## config.mk

```make
export PLATFORM = sky130hd
export DESIGN_NAME = card_blit_ctrl
export DESIGN_NICKNAME = d
export VERILOG_FILES = /design/src/rtl/card_pkg.sv /design/src/rtl/card_blit_ctrl.sv
export SDC_FILE = /design/constraint.sdc
export NUM_CORES = 1
export LEC_CHECK = 0
export BUFFER_PORTS_ARGS = -buffer_cell sky130_fd_sc_hd__clkbuf_2
export CORE_AREA = 2 2 69 71
export CTS_BUF_LIST = sky130_fd_sc_hd__clkbuf_8
export CTS_CLUSTER_DIAMETER = 120
export CTS_CLUSTER_SIZE = 30
export DETAILED_ROUTE_END_ITERATION = 8
export DIE_AREA = 0 0 71 73
export PLACE_DENSITY = 0.86
export REMOVE_ABC_BUFFERS = 1
export SLEW_MARGIN = 10
export SYNTH_ARGS = -nofsm -noshare
export SYNTH_HDL_FRONTEND = slang
export SYNTH_SLANG_ARGS = --single-unit
```

## constraint.sdc

```tcl
create_clock -name clock -period 5.45 [get_ports clock]
set_clock_uncertainty 0.05 [all_clocks]
set_input_delay 1.09 -clock clock [delete_from_list [all_inputs] [get_ports clock]]
set_output_delay 1.09 -clock clock [all_outputs]
set_load 0.03 [all_outputs]
```

## src/rtl/card_pkg.sv

```systemverilog
// card_pkg
// Shared constants and types for the card sprite blitter.
//   CARD_W x CARD_H : sprite geometry (16 x 32, row-major, 512 pixels)
//   SCREEN_W x SCREEN_H : frame-buffer geometry (256 x 240)
//   card_addr_t / fb_addr_t / pixel_t : bus types for the two memories
//   blit_state_e : blit sequencer states
package card_pkg;

  localparam int CARD_W   = 16;
  localparam int CARD_H   = 32;
  localparam int CARD_N   = CARD_W * CARD_H;
  localparam int SCREEN_W = 256;
  localparam int SCREEN_H = 240;

  typedef logic [8:0]  card_addr_t;
  typedef logic [15:0] fb_addr_t;
  typedef logic [2:0]  pixel_t;

  typedef enum logic [1:0] {
    IDLE  = 2'd0,
    FETCH = 2'd1,
    DRAIN = 2'd2,
    FIN   = 2'd3
  } blit_state_e;

  // Screen-space coordinates are 9 bits wide so that an overflow past the
  // right or bottom edge is visible instead of wrapping.
  function automatic logic on_screen(input logic [8:0] px, input logic [8:0] py);
    return (px < 9'(SCREEN_W)) && (py < 9'(SCREEN_H));
  endfunction

endpackage

```

## src/rtl/card_blit_ctrl.sv

```systemverilog
// card_blit_ctrl
// Copies one full 16x32 card sprite from the card RAM into the 256x240
// frame buffer with its top-left pixel at (x0, y0), clipping anything that
// lands off-screen.
//
// Ports
//   clock, reset_n         : rising-edge clock, async active-low reset
//   start, x0, y0          : blit request and origin (sampled in IDLE only)
//   busy, done             : busy during FETCH/DRAIN, one-cycle done in FIN
//   card_re, card_raddr    : card RAM read port (1-cycle read latency)
//   card_data              : card RAM read data
//   fb_we, fb_addr, fb_data: frame-buffer write port, addr = row*256 + col
//
// Build option
//   CARD_BLIT_TRANSPARENT_EN : when defined, colour 0 is transparent and is
//                              never written. Timing is unchanged.
//
// state | meaning
// ------+-----------------------------------------------------------
// IDLE  | waiting for start; origin latched on acceptance
// FETCH | one card RAM read per cycle, idx 0..511
// DRAIN | write stage finishes the pixel read in the last FETCH cycle
// FIN   | done pulse, back to IDLE
module card_blit_ctrl
  import card_pkg::*;
(
  input  logic       clock,
  input  logic       reset_n,
  input  logic       start,
  input  logic [7:0] x0,
  input  logic [7:0] y0,
  output logic       busy,
  output logic       done,
  output logic       card_re,
  output card_addr_t card_raddr,
  input  pixel_t     card_data,
  output logic       fb_we,
  output fb_addr_t   fb_addr,
  output pixel_t     fb_data
);

  blit_state_e state;
  card_addr_t  idx;
  logic [7:0]  x0_q;
  logic [7:0]  y0_q;
  logic        wr_valid;
  logic        wr_inb;

  logic [8:0]  px;
  logic [8:0]  py;

  // Screen position of the pixel being read this cycle; it is registered
  // into the write stage so it lines up with card_data one cycle later.
  always_comb begin
    px = {1'b0, x0_q} + {5'b0, idx[3:0]};
    py = {1'b0, y0_q} + {4'b0, idx[8:4]};
  end

  always_ff @(posedge clock or negedge reset_n) begin
    if (!reset_n) begin
      state    <= IDLE;
      busy     <= 1'b0;
      done     <= 1'b0;
      card_re  <= 1'b0;
      idx      <= '0;
      x0_q     <= '0;
      y0_q     <= '0;
      wr_valid <= 1'b0;
      wr_inb   <= 1'b0;
      fb_addr  <= '0;
    end else begin
      case (state)
        IDLE: begin
          done <= 1'b0;
          if (start) begin
            x0_q    <= x0;
            y0_q    <= y0;
            idx     <= '0;
            card_re <= 1'b1;
            busy    <= 1'b1;
            state   <= FETCH;
          end
        end
        FETCH: begin
          wr_valid <= 1'b1;
          wr_inb   <= on_screen(px, py);
          fb_addr  <= {py[7:0], px[7:0]};
          if (idx == card_addr_t'(CARD_N - 1)) begin
            card_re <= 1'b0;
            state   <= DRAIN;
          end else begin
            idx <= idx + 1'b1;
          end
        end
        DRAIN: begin
          wr_valid <= 1'b0;
          busy     <= 1'b0;
          done     <= 1'b1;
          state    <= FIN;
        end
        FIN: begin
          done  <= 1'b0;
          state <= IDLE;
        end
        default: state <= IDLE;
      endcase
    end
  end

  assign card_raddr = idx;

  // Read data only exists in the write cycle, so the data path and the
  // enable are combinational on card_data, qualified by the registered
  // write-stage valid (which also forces both to 0 while in reset).
  assign fb_data = wr_valid ? card_data : '0;

`ifdef CARD_BLIT_TRANSPARENT_EN
  assign fb_we = wr_valid && wr_inb && (card_data != '0);
`else
  assign fb_we = wr_valid && wr_inb;
`endif

endmodule

```

==> results by stage <==
Status:
- The flow ran to the end, and the final reports show no timing, DRC or antenna violations.

Timing:
- Setup repair after global routing left no endpoint under its margin.
- The final-layout setup total negative slack is 0 ps.
- The number of max-slew violations in the final report is 0.
- The slack of the critical path is roughly 2800 ps.
- The total of endpoints with negative setup slack in the final report is 0.
- The routed design could run at a clock period as short as 2651 ps.
- The number of hold violations in the final report is 0.
- The upper clock frequency limit is 377.3 MHz.
- The transition at the pin with the smallest max-transition slack is around 1000 ps.
- The remaining max-slew budget at the tightest pin is between 30% and 40%.
- The fraction of the cycle the final worst path needs is 48.63%.

Worst setup path:
- Along the worst path, the maximum fanout reaches 24.
- The data required time of the worst path is 5620 ps.
- The highest cell delay on the worst timing path is between 800 and 900 ps.
- The signal on the critical path passes through inv_1, ha_1, o21bai_1, a21oi_2, nand4_2, or3_1, a21oi_1.
- The endpoint identified for the worst register-to-register timing path is card_raddr[5].
- The arrival time of the worst setup path is about 2800 ps.
- The kind of critical path is reg -> reg.
- In this run the critical register-to-register path is launched from state[1].
- The setup check on the worst reg-to-reg path leaves a slack of around 2800 ps.
- The cell with the largest stage delay on the worst path is sky130_fd_sc_hd__ha_1.
- The kind of launch point of the worst setup path is a flop.
- The number of cells traversed by the worst register-to-register path is 7.
- The worst setup path is captured at a flop.

Min path:
- The startpoint identified for the worst hold timing path is fb_addr[11].
- The number of stages on the worst hold path is 1.
- The class of the tightest hold or removal check is reg -> reg.
- The end of the worst hold path is fb_addr[11].

Routing:
- The post-detailed-routing wire length is about 5000 microns.
- The number of iterations in the first detailed-routing pass is 6.
- The detailed router placed 1,940 vias in this run.
- After detailed routing, the average wire length per cell comes to between 10 and 15 microns.
- The detail route stage leaves a number of antenna-violating nets equal to 0.
- For this run, design rule violations remaining after detail routing come to 0.
- The detailed router finished its first iteration with 114 violations.
- The ratio of routed vias to standard cells is about 5.6.

Synthesis:
- The async set-or-reset flop fraction in the synthesized netlist is 100.0%.
- Each instance of the synthesized netlist takes up on average 10.81 sq um.
- The dominant synthesized flop cell is sky130_fd_sc_hd__dfrtp_1.
- Yosys mapped the design onto 42 distinct sky130hd cell types.
- Synthesis produced a netlist whose cell count is about 240.
- Counting instances in the post-synthesis netlist gives the leading cell types as sky130_fd_sc_hd__dfrtp_1 (48), sky130_fd_sc_hd__mux2_2 (26), sky130_fd_sc_hd__nor2_1 (17).
- The synthesized flop and latch total is 48.
- The sequential share of the synthesized area is between 40% and 50%.
- Summed over all instances, the cell type with the most area after synthesis is sky130_fd_sc_hd__dfrtp_1.
- In the post-synthesis netlist, the biggest area contributors are sky130_fd_sc_hd__dfrtp_1 (47%), sky130_fd_sc_hd__mux2_2 (11%), sky130_fd_sc_hd__ha_1 (7.3%).
- The library cell with the highest instance count after synthesis is sky130_fd_sc_hd__dfrtp_1.
- In this run, synthesis inferred 0 flip-flops with an integrated enable.
- During synthesis, Yosys emitted a total of 0 warnings.
- The cell area after synthesis is 0.002562 sq mm.
- The share of the synthesized area in the top cell type is a little under half.

GRT:
- Summed over all layers, the global routing overflow is 0.
- The number of global-route vias before repair came to 1,860.
- Across every metal layer, demand over resource in global routing totals roughly 21%.
- Entering global routing, the biggest net connects slightly below 50 pins.
- The global-route wire length before repair is 8238 microns.
- The number of antenna violations at the first check in global routing is 0.

Placed design:
- The detailed placement HPWL is 3672 microns.
- Routability-driven placement finished with a final weighted congestion of approximately 0.80.
- The post-place instance area is around 0.0029 sq mm.
- The number of buffers added on ports is 53.
- Prior to clock tree synthesis, the placed netlist has a worst setup slack of between 2000 and 3000 ps.

Die:
- Measured along the y axis, the die boundary spans between 70 and 80 microns.
- The initial core utilization is 56.50%.
- The total die area is roughly 0.0052 sq mm.
- The number of top-level pins is between 50 and 60.
- The die is 71 microns wide.
- The row count is 25.
- The placeable core region is 0.004536 sq mm.

Clocking:
- The longest clock path from root to sink contains 2 buffers.
- The CTS H-tree depth is 2.
- TritonCTS built the clock tree.
- The post-cts sizing count is 0.
- Counting every sink on the clock net gives between 40 and 50.
- The hold-fix buffer count after cts is 0.
- For the worst-skew pair, the clock arrives at the later sink with an insertion delay of 300 ps.
- The library cell used as clock root buffer is sky130_fd_sc_hd__clkbuf_8.
- The total clock buffers created by CTS is 5.
- The clock edge transition at the registers on the reported setup and hold paths is around 90 ps.
- The post-CTS setup repair buffer count is 0.

Final layout:
- The area growth from synthesis to layout is 16.85%.
- The net count of the finished layout is around 330.
- 0 antenna diodes ended up in the layout.
- Of the cells placed in the final design, the portion with a size suffix greater than 1 is a little under a third.
- The finished cells cover roughly 0.003 sq mm.

Pwr:
- The design draws ~0.0018 W.
- The cell area power density is 605.1 mW/mm^2.
- The worst vdd rail ir drop is about 0.00034 V.
- For this design the static power due to leakage is approximately 1.4 nW.

Run:
- Max-cap violations in this run came to 0.
report_power, final:
part           internal (W)  switching (W)
Sequential         0.000515       0.000125
Combinational      0.000371       0.000519
Clock              0.000162       0.000120
Total               0.00105       0.000763
cells by family (layout without fill, tap and decap cells):
| family | Yosys count | in the layout | synth area share, % |
|---|---|---|---|
| and+or+nand+nor | 62 | 62 | 12.06 |
| adders and majority gates | 17 | 17 | 8.887 |
| AOI/OAI and AO/OA | 46 | 46 | 11.57 |
| DFF | 48 | 48 | 46.87 |
| xor gates and xnor gates | 15 | 15 | 5.127 |
| muxes | 28 | 28 | 12.21 |
| buffers and inverters | 21 | 75 | 3.271 |
stage by stage:
stage	hold WS [ps]	instances	utilization, %
after detailed placement	426.5	337	63.23
final	436.5	345	66.01
after floorplan	397.2	229	-
after CTS	445.9	345	66.01
after global routing	450.4	345	66.01
after global placement	415.2	337	63.23
worst max-delay path: cells and delay by family, from the launching register on:
family	cells	cell delay [ps]
compound gates	3	630
fa+ha+maj	1	830
buf+inv	1	110
flops	1	390
simple gates	2	550
state kept, by name, summed over array words and instances (netlist names):
signal / flops
card_raddr: 9
x0_q: 8
busy: 1
done: 1
state: 2
wr_valid: 1
y0_q: 8
fb_addr: 16
wr_inb: 1
card_re: 1
how the worst max path moves through the flow:
stage / start / end / slack (ps) / cells after the start
floorplan: card_data[0] / fb_data[0] / 2940 / 1
finish: state[1] / card_raddr[5] / 2800 / 7
CTS: state[1] / card_raddr[5] / 2780 / 7
global placement: start / card_raddr[0] / 2770 / 5
global route: state[1] / card_raddr[7] / 2590 / 7
detailed placement: start / card_raddr[0] / 2690 / 5
per-layer routing:
metal / part of all wire [%] / routed length (microns) / track usage (%)
met4: 1.5 / 74 / 9.434
met5: 0 / 0 / 0
met1: 42 / 2128 / 24.57
met3: 5.5 / 274 / 5.249
met2: 51 / 2545 / 35.31
cells in the final DEF, fill, tap and decap left out, types with 2 or more instances in the layout:
cell and n:
sky130_fd_sc_hd__o21ai_0 15, sky130_fd_sc_hd__nor2b_1 5, sky130_fd_sc_hd__inv_1 13, sky130_fd_sc_hd__ha_1 15
sky130_fd_sc_hd__dfrtp_1 48, sky130_fd_sc_hd__a21oi_1 9, sky130_fd_sc_hd__mux2i_1 2, sky130_fd_sc_hd__a22oi_1 2
sky130_fd_sc_hd__xor2_1 9, sky130_fd_sc_hd__xnor2_1 6, sky130_fd_sc_hd__nor3_1 4, sky130_fd_sc_hd__nand4_1 2
sky130_fd_sc_hd__and2_1 4, sky130_fd_sc_hd__or3_1 5, sky130_fd_sc_hd__clkbuf_8 7, sky130_fd_sc_hd__mux2_2 26
sky130_fd_sc_hd__nor2_1 17, sky130_fd_sc_hd__clkbuf_2 53, sky130_fd_sc_hd__nand2_1 15, sky130_fd_sc_hd__a21o_1 4
sky130_fd_sc_hd__fa_1 2, sky130_fd_sc_hd__nor3b_1 3, sky130_fd_sc_hd__a211oi_1 3, sky130_fd_sc_hd__nand3_1 3
area by class of cell:
| cell class | count | area, sq um |
|---|---|---|
| flip-flops and latches | 48 | 1201 |
| multi-input cells | 168 | 1277 |
| repair buffers | 54 | 272.8 |
| well taps | 54 | 67.56 |
| clock inverters | 1 | 30.03 |
| inverters | 13 | 48.80 |
| fillers | 357 | 1541 |
| clock buffers | 7 | 96.34 |
Power figures use the tool's default switching activity.
